$ cat src/rtl/core_sequencer.sv
// core_sequencer: streams NUM_CHUNKS operand chunks from the buffers into the MAC core,
// waits for accumulator_done (or a timeout) and returns the result over valid/ready. Rev 1.0
`default_nettype none

module core_sequencer #(
    parameter int WIDTH           = 16,
    parameter int CHUNK_SIZE      = 4,
    parameter int BLOCK_SIZE      = 2,
    parameter int INNER_DIMENSION = 64,
    parameter int ADDR_WIDTH      = 6,
    parameter int TIMEOUT         = 255
) (
    input  logic                        clk,
    input  logic                        rst_n,
    input  logic                        start_i,
    output logic                        busy_o,
    output logic                        done_o,
    output logic                        error_o,
    output logic                        rd_en_o,
    output logic [ADDR_WIDTH-1:0]       rd_addr_o,
    input  logic [WIDTH*CHUNK_SIZE-1:0] rd_data_w_i,
    input  logic [WIDTH*CHUNK_SIZE-1:0] rd_data_n_i,
    output logic                        core_en_o,
    output logic                        core_reset_acc_o,
    output logic [WIDTH*CHUNK_SIZE-1:0] core_input_w_o,
    output logic [WIDTH*CHUNK_SIZE-1:0] core_input_n_o,
    input  logic                        core_accumulator_done_i,
    input  logic [WIDTH*CHUNK_SIZE-1:0] core_out_i,
    output logic [WIDTH*CHUNK_SIZE-1:0] out_data_o,
    output logic                        out_valid_o,
    input  logic                        out_ready_i
);

    localparam int                    DW         = WIDTH * CHUNK_SIZE;
    localparam int                    NUM_CHUNKS = INNER_DIMENSION / BLOCK_SIZE;
    localparam logic [ADDR_WIDTH-1:0] LAST_CHUNK = ADDR_WIDTH'(NUM_CHUNKS - 1);
    localparam logic [ADDR_WIDTH-1:0] ADDR_ONE   = ADDR_WIDTH'(1);
    localparam logic [7:0]            LAST_WAIT  = 8'(TIMEOUT - 1);

    typedef enum logic [2:0] {
        S_IDLE   = 3'd0,
        S_CLEAR  = 3'd1,
        S_FEED   = 3'd2,
        S_WAIT   = 3'd3,
        S_OUTPUT = 3'd4
    } state_t;

    state_t                state_q, state_d;
    logic [ADDR_WIDTH-1:0] chunk_q, chunk_d;
    logic [7:0]            wait_cnt_q, wait_cnt_d;
    logic                  error_q, error_d;
    logic [DW-1:0]         out_data_q, out_data_d;

    always_ff @(posedge clk or negedge rst_n) begin
        if (!rst_n) begin
            state_q    <= S_IDLE;
            chunk_q    <= '0;
            wait_cnt_q <= '0;
            error_q    <= 1'b0;
            out_data_q <= '0;
        end else begin
            state_q    <= state_d;
            chunk_q    <= chunk_d;
            wait_cnt_q <= wait_cnt_d;
            error_q    <= error_d;
            out_data_q <= out_data_d;
        end
    end

    always_comb begin
        state_d          = state_q;
        chunk_d          = chunk_q;
        wait_cnt_d       = wait_cnt_q;
        error_d          = error_q;
        out_data_d       = out_data_q;
        rd_en_o          = 1'b0;
        rd_addr_o        = '0;
        core_en_o        = 1'b0;
        core_reset_acc_o = 1'b0;
        core_input_w_o   = '0;
        core_input_n_o   = '0;
        out_valid_o      = 1'b0;
        done_o           = 1'b0;

        case (state_q)
            S_IDLE: begin
                if (start_i) begin
                    state_d = S_CLEAR;
                    error_d = 1'b0;
                end
            end
            S_CLEAR: begin
                // Prefetch chunk 0 so it lands on the first FEED cycle.
                core_reset_acc_o = 1'b1;
                rd_en_o          = 1'b1;
                chunk_d          = '0;
                state_d          = S_FEED;
            end
            S_FEED: begin
                core_en_o      = 1'b1;
                core_input_w_o = rd_data_w_i;
                core_input_n_o = rd_data_n_i;
                if (chunk_q == LAST_CHUNK) begin
                    wait_cnt_d = '0;
                    state_d    = S_WAIT;
                end else begin
                    rd_en_o   = 1'b1;
                    rd_addr_o = chunk_q + ADDR_ONE;
                    chunk_d   = chunk_q + ADDR_ONE;
                end
            end
            S_WAIT: begin
                // Inputs stay zero while enabled so the systolic pipeline drains.
                core_en_o = 1'b1;
                if (core_accumulator_done_i) begin
                    out_data_d = core_out_i;
                    state_d    = S_OUTPUT;
                end else if (wait_cnt_q == LAST_WAIT) begin
                    error_d    = 1'b1;
                    out_data_d = '0;
                    state_d    = S_OUTPUT;
                end else begin
                    wait_cnt_d = wait_cnt_q + 8'd1;
                end
            end
            S_OUTPUT: begin
                out_valid_o = 1'b1;
                if (out_ready_i) begin
                    done_o  = 1'b1;
                    state_d = S_IDLE;
                end
            end
            default: state_d = S_IDLE;
        endcase
    end

    assign busy_o     = (state_q != S_IDLE);
    assign error_o    = error_q;
    assign out_data_o = out_data_q;

endmodule

`default_nettype wire

$ cat config.mk
export PLATFORM = sky130hd
export DESIGN_NAME = core_sequencer
export DESIGN_NICKNAME = d
export VERILOG_FILES = /design/src/rtl/core_sequencer.sv
export SDC_FILE = /design/constraint.sdc
export NUM_CORES = 1
export LEC_CHECK = 0
export BUFFER_PORTS_ARGS = -buffer_cell sky130_fd_sc_hd__buf_4
export CAP_MARGIN = 30
export CORE_AREA = 4 4 153 155
export CTS_CLUSTER_SIZE = 10
export DETAILED_ROUTE_END_ITERATION = 10
export DIE_AREA = 0 0 157 159
export PLACE_DENSITY_LB_ADDON = 0.3
export SYNTH_ARGS = -nofsm -noshare
export SYNTH_HDL_FRONTEND = slang
export SYNTH_SLANG_ARGS = --single-unit
$ cat constraint.sdc
create_clock -name clk -period 1.62 [get_ports clk]
set_input_delay 0.162 -clock clk [delete_from_list [all_inputs] [get_ports clk]]
set_output_delay 0.162 -clock clk [all_outputs]
set_load 0.01 [all_outputs]
* Word level (Yosys, flattened, before mapping)
Cells that the tools add are included.
** Storage, ports and cells
- Register bits :: 82
- Output and inout port bits :: 205
- Bits of input ports :: 197
- Logic and storage cells :: 62
** Operators by class
- Add/sub/neg operators :: 2
- Multiplexer cells :: 29
- Equality and inequality tests :: 14
- Reduce and logical (&&, ||, !) cells :: 12
** Operators with widths (number)
- 64-bit two-way mux :: 4
- 8-bit two-way mux :: 3
- 6-bit two-way mux :: 3
- 8-bit case mux with 2 select lines :: 1
- 3-bit two-way mux :: 5
- 3-bit case mux with 5 select lines :: 1
- 2-bit inequality test (second input constant) :: 7
- 6-bit case mux with 2 select lines :: 1
- 4-bit AND reduction :: 3
- 1-bit two-way mux :: 9
- 8-bit by 1-bit adder with 8-bit output (second input constant) :: 1
- 8-bit equality test (second input constant) :: 1
- 2-bit nonzero test :: 4
- 6-bit by 1-bit adder with 6-bit output (second input constant) :: 1
- 3-bit by 2-bit equality test with 1-bit output (second input constant) :: 2
- 6-bit by 5-bit equality test with 1-bit output (second input constant) :: 1
- 1-bit case mux with 2 select lines :: 2
- 2-bit AND reduction :: 2
- 3-bit by 1-bit equality test with 1-bit output (second input constant) :: 1
- 3-bit equality test (second input constant) :: 1
- 3-bit zero test :: 1
- 3-bit inequality test (second input constant) :: 1
- 3-bit nonzero test :: 1
- 2-bit OR reduction :: 1

* Depth between registers and ports, before layout
- Depth in word-level cells :: 4
- Mapped depth :: 8
- Depth with buffers taken out :: 6

* Worst setup path before layout
OpenSTA, ideal clock, no wires.
- Path kind :: register -> output
- From :: reg state_q[0]
- To :: out core_input_n_o[26]
- Cell stages (with the launch flop) :: 6
- Path buffers :: 3
- Slack :: 54 ps
- Arrival time :: 1404 ps
- Data required time :: 1458 ps
- Cells stage by stage :: dfrtp_1 > buf_2 > nor3b_4 > buf_4 > clkbuf_1 > and2_1
** On the way
- Word-level cells in the longest chain between the ends :: 2
** Ends and longest elaborated chain
- start, declared :: line 48 : state_t state_q, state_d;
- start signal, assigned :: line 62 : state_q <= state_d;
- 3-bit by 2-bit equality test with 1-bit output :: line 85 : case (state_q)
- 64-bit two-way mux :: line 85
- end, declared :: line 26 : output logic [WIDTH*CHUNK_SIZE-1:0] core_input_n_o,
Every way passes these cells.

* Worst setup path in the final report
- From :: reg state_q[0]
- To :: out core_input_n_o[4]
The elaborated chain is that of the path after synthesis.

==> qor.txt <==
Die ar.: 25,000 µm²
CP Max Fanout: 8
Utilization after layout: 41.2%
Syn Std Cell Area: 4190 µm²
CP Data Required Time: 1460 ps
Vias per cell: 4.26
Setup crit start kind: register
Slew @ Worst Pin: 463 ps
HP Class: in2reg
DP Worst Slack: 15.0 ps
DRC viols: 0
Flops & latches, synth: 82
Avg WL per Cell: 22.7 µm
Post-Route WL: 25.4 mm
Maximum vdd ir drop: 0.670 mV
Slew HR: 69.1%
Largest net degree at the start of global routing: 83
Skew-Pair Late Insertion Delay: 350 ps
Setup Total Neg Slack: -34,600 ps
Max cap viols: 0
Synthesized net count: 592
Clock tree from TritonCTS: yes
Fin cells: 1,117
Overall Power: 0.0162 W
Net count, final: 1,031
Final setup fails: 141
Root Driver: clkbuf_16
Final min period: 1920 ps
Std-Cell Rows: 54
Global Route Usage Sum: 18.3%
Sequential share of the synthesized area: 48.9%
Starting density of the core: 19.2%
Fin. max-slew vios: 0
Top cells by area, synth: dfrtp_1 (49%), and2_1 (19%), a22o_1 (13%)
Crit-path most repeated cell: clkbuf_16
Worst endpoint data arrival time: 1760 ps
CTS Buffer Depth: 2
RSZ-0062 raised after global routing: true
Setup Skew: 6.88 ps
Failing checks: negative setup slack
Post-DP HPWL: 20.2 mm
CP Class: reg2out
Fin crit share: 119%
Post-synth cell types: 46
Routed Antenna Nets: 0
Power Density: 1800 nW/µm²
Die Ht: 159 µm
Share of layout cells above drive strength 1: 67.7%
# clock sinks: 82
Final Hold Fails: 0
Routability congestion estimate: 0.886
IO Pins: 402
DRT iter0 DRCs: 300
Most used DFF post-synth: dfrtp_1
H-tree levels: 3
Vias in the first global route: 4,704
# placed instances: 1,076
Most common cell after layout, fill and taps aside: buf_4
Fraction of registers with async set/reset: 100%
GRT overflow: 0
Fmax: 520 MHz
I/O Buffers: 401
Drt pass-1 iters: 4
Post-synth EDFFs: 0
Post-Synthesis Cells: 392
Area Overhead vs Synth: 114%
DIE WIDTH: 157 µm
Global-route wire length before repair: 33.2 mm
Initial antenna violation count: 3
Synth area leader: dfrtp_1
Crit. End Element: primary output
Via count: 4,759
Max incr delay on CP: 430 ps
CP max stage cell: dfrtp_2
Clk slew on worst S/H paths: 70 ps
CTS buffer count: 9
Status: complete, but fails checks
Ys Warns: 0
Synth top area share: 48.9%
Fin worst setup slack: -301 ps
Core area: 21,800 µm²
Most frequent cells in the layout: buf_4 (349), buf_6 (84), dfrtp_1 (80)
Cell Chain, Critical Path: nor3b_4 > buf_8 > clkbuf_16 > clkbuf_16 > and2_4 > buf_6
Syn_area_per_cell: 10.7 µm²
Leak: 4.73 nW
## area by class of cell
type | instances | area [µm²]
clock inverter | 7 | 71.3
timing repair buffer | 458 | 4060
tap | 280 | 350
fill | 2206 | 12800
clock buffer | 9 | 225
multi-input combinational | 276 | 2210
sequential | 82 | 2050
inverter | 4 | 15.0
antenna | 1 | 2.50
## kinds of logic (layout without fill, tap and decap cells)
| family | after synthesis | after routing | share of synthesized area, % |
|---|---|---|---|
| other | 0 | 1 | 0 |
| muxes | 2 | 2 | 0.507 |
| DFF | 82 | 82 | 48.9 |
| and+or+nand+nor | 172 | 172 | 25.5 |
| adders and majority gates | 3 | 3 | 0.895 |
| AOI/OAI and AO/OA | 95 | 95 | 19.0 |
| xor gates and xnor gates | 4 | 4 | 0.835 |
| buffers and inverters | 34 | 478 | 4.36 |
## per-layer routing
metal	vias to the layer above	part of all wire, %	track usage (%)	wire [µm]
met1	2285	38	21.3	9530
met5	-	0	0	0
met3	15	8.8	5.71	2240
li1	2250	-	-	-
met2	209	53	33.0	13300
met4	0	0.98	3.20	248
## path summary, 6_finish.rpt
path | start | end | slack (ps) | cells past startpoint
setup / recovery | state_q[0] | core_input_n_o[4] | -300 | 6
max in group asynchronous | rst_n | state_q[0] | 850 | 3
hold / removal | core_out_i[17] | out_data_o[17] | 30 | 2
hold reg to reg | out_data_o[10] | out_data_o[10] | 500 | 1
min in group asynchronous | rst_n | out_data_o[60] | 380 | 3
setup reg to reg | state_q[0] | chunk_q[4] | -90 | 8
## stage by stage
stage,instance area [µm²],hold WS [ps]
after floorplan,4190,-134
after CTS,8200,15.3
after global routing,8990,17.1
after detailed placement,7720,239
after global placement,7720,238
final,8990,27.5
## Yosys cell counts, types with 2 or more instances
master    instances
inv_1             3
dfrtp_1          82
and2_1          130
nand2_1           4
buf_6             5
buf_4             3
buf_2             5
o21ai_0           3
xor2_1            3
o21a_1            2
and3_1            3
a21o_1            6
a22o_1           64
a21oi_1           6
nor3_1            5
nor2_1            9
nor2b_1           2
o31ai_1           2
or2_2             2
clkbuf_1         16
ha_1              3
nor3b_1           2
a221o_1           2
nand3_1           7
a211o_1           2
## sequential cells by signal (all words and copies together), names as in the netlist
signal	cells
chunk_q	6
error_o	1
out_data_o	64
state_q	3
wait_cnt_q	8
## worst max-delay path: cells and delay by family (launching register included)
kind	cells	cell delay [ps]
buffers and inverters	4	610
flip-flops	1	430
AND/OR/NAND/NOR	2	350
## where the power goes
| part | internal [W] | switching, W |
|---|---|---|
| combinational | 0.00627 | 0.00448 |
| clock | 0.00109 | 0.000961 |
| sequential | 0.00288 | 0.000518 |
| total | 0.0102 | 0.00596 |
## repair_timing
item                       CTS  global route
setup endpoints to repair  138           215
hold buffers                 3             0
buffers inserted             4             5
pin swaps                    4            60
gates cloned                 2            11
hold endpoints to repair    84             0
resized for setup           29           162
Note: power is estimated with default switching activity, not from simulation.
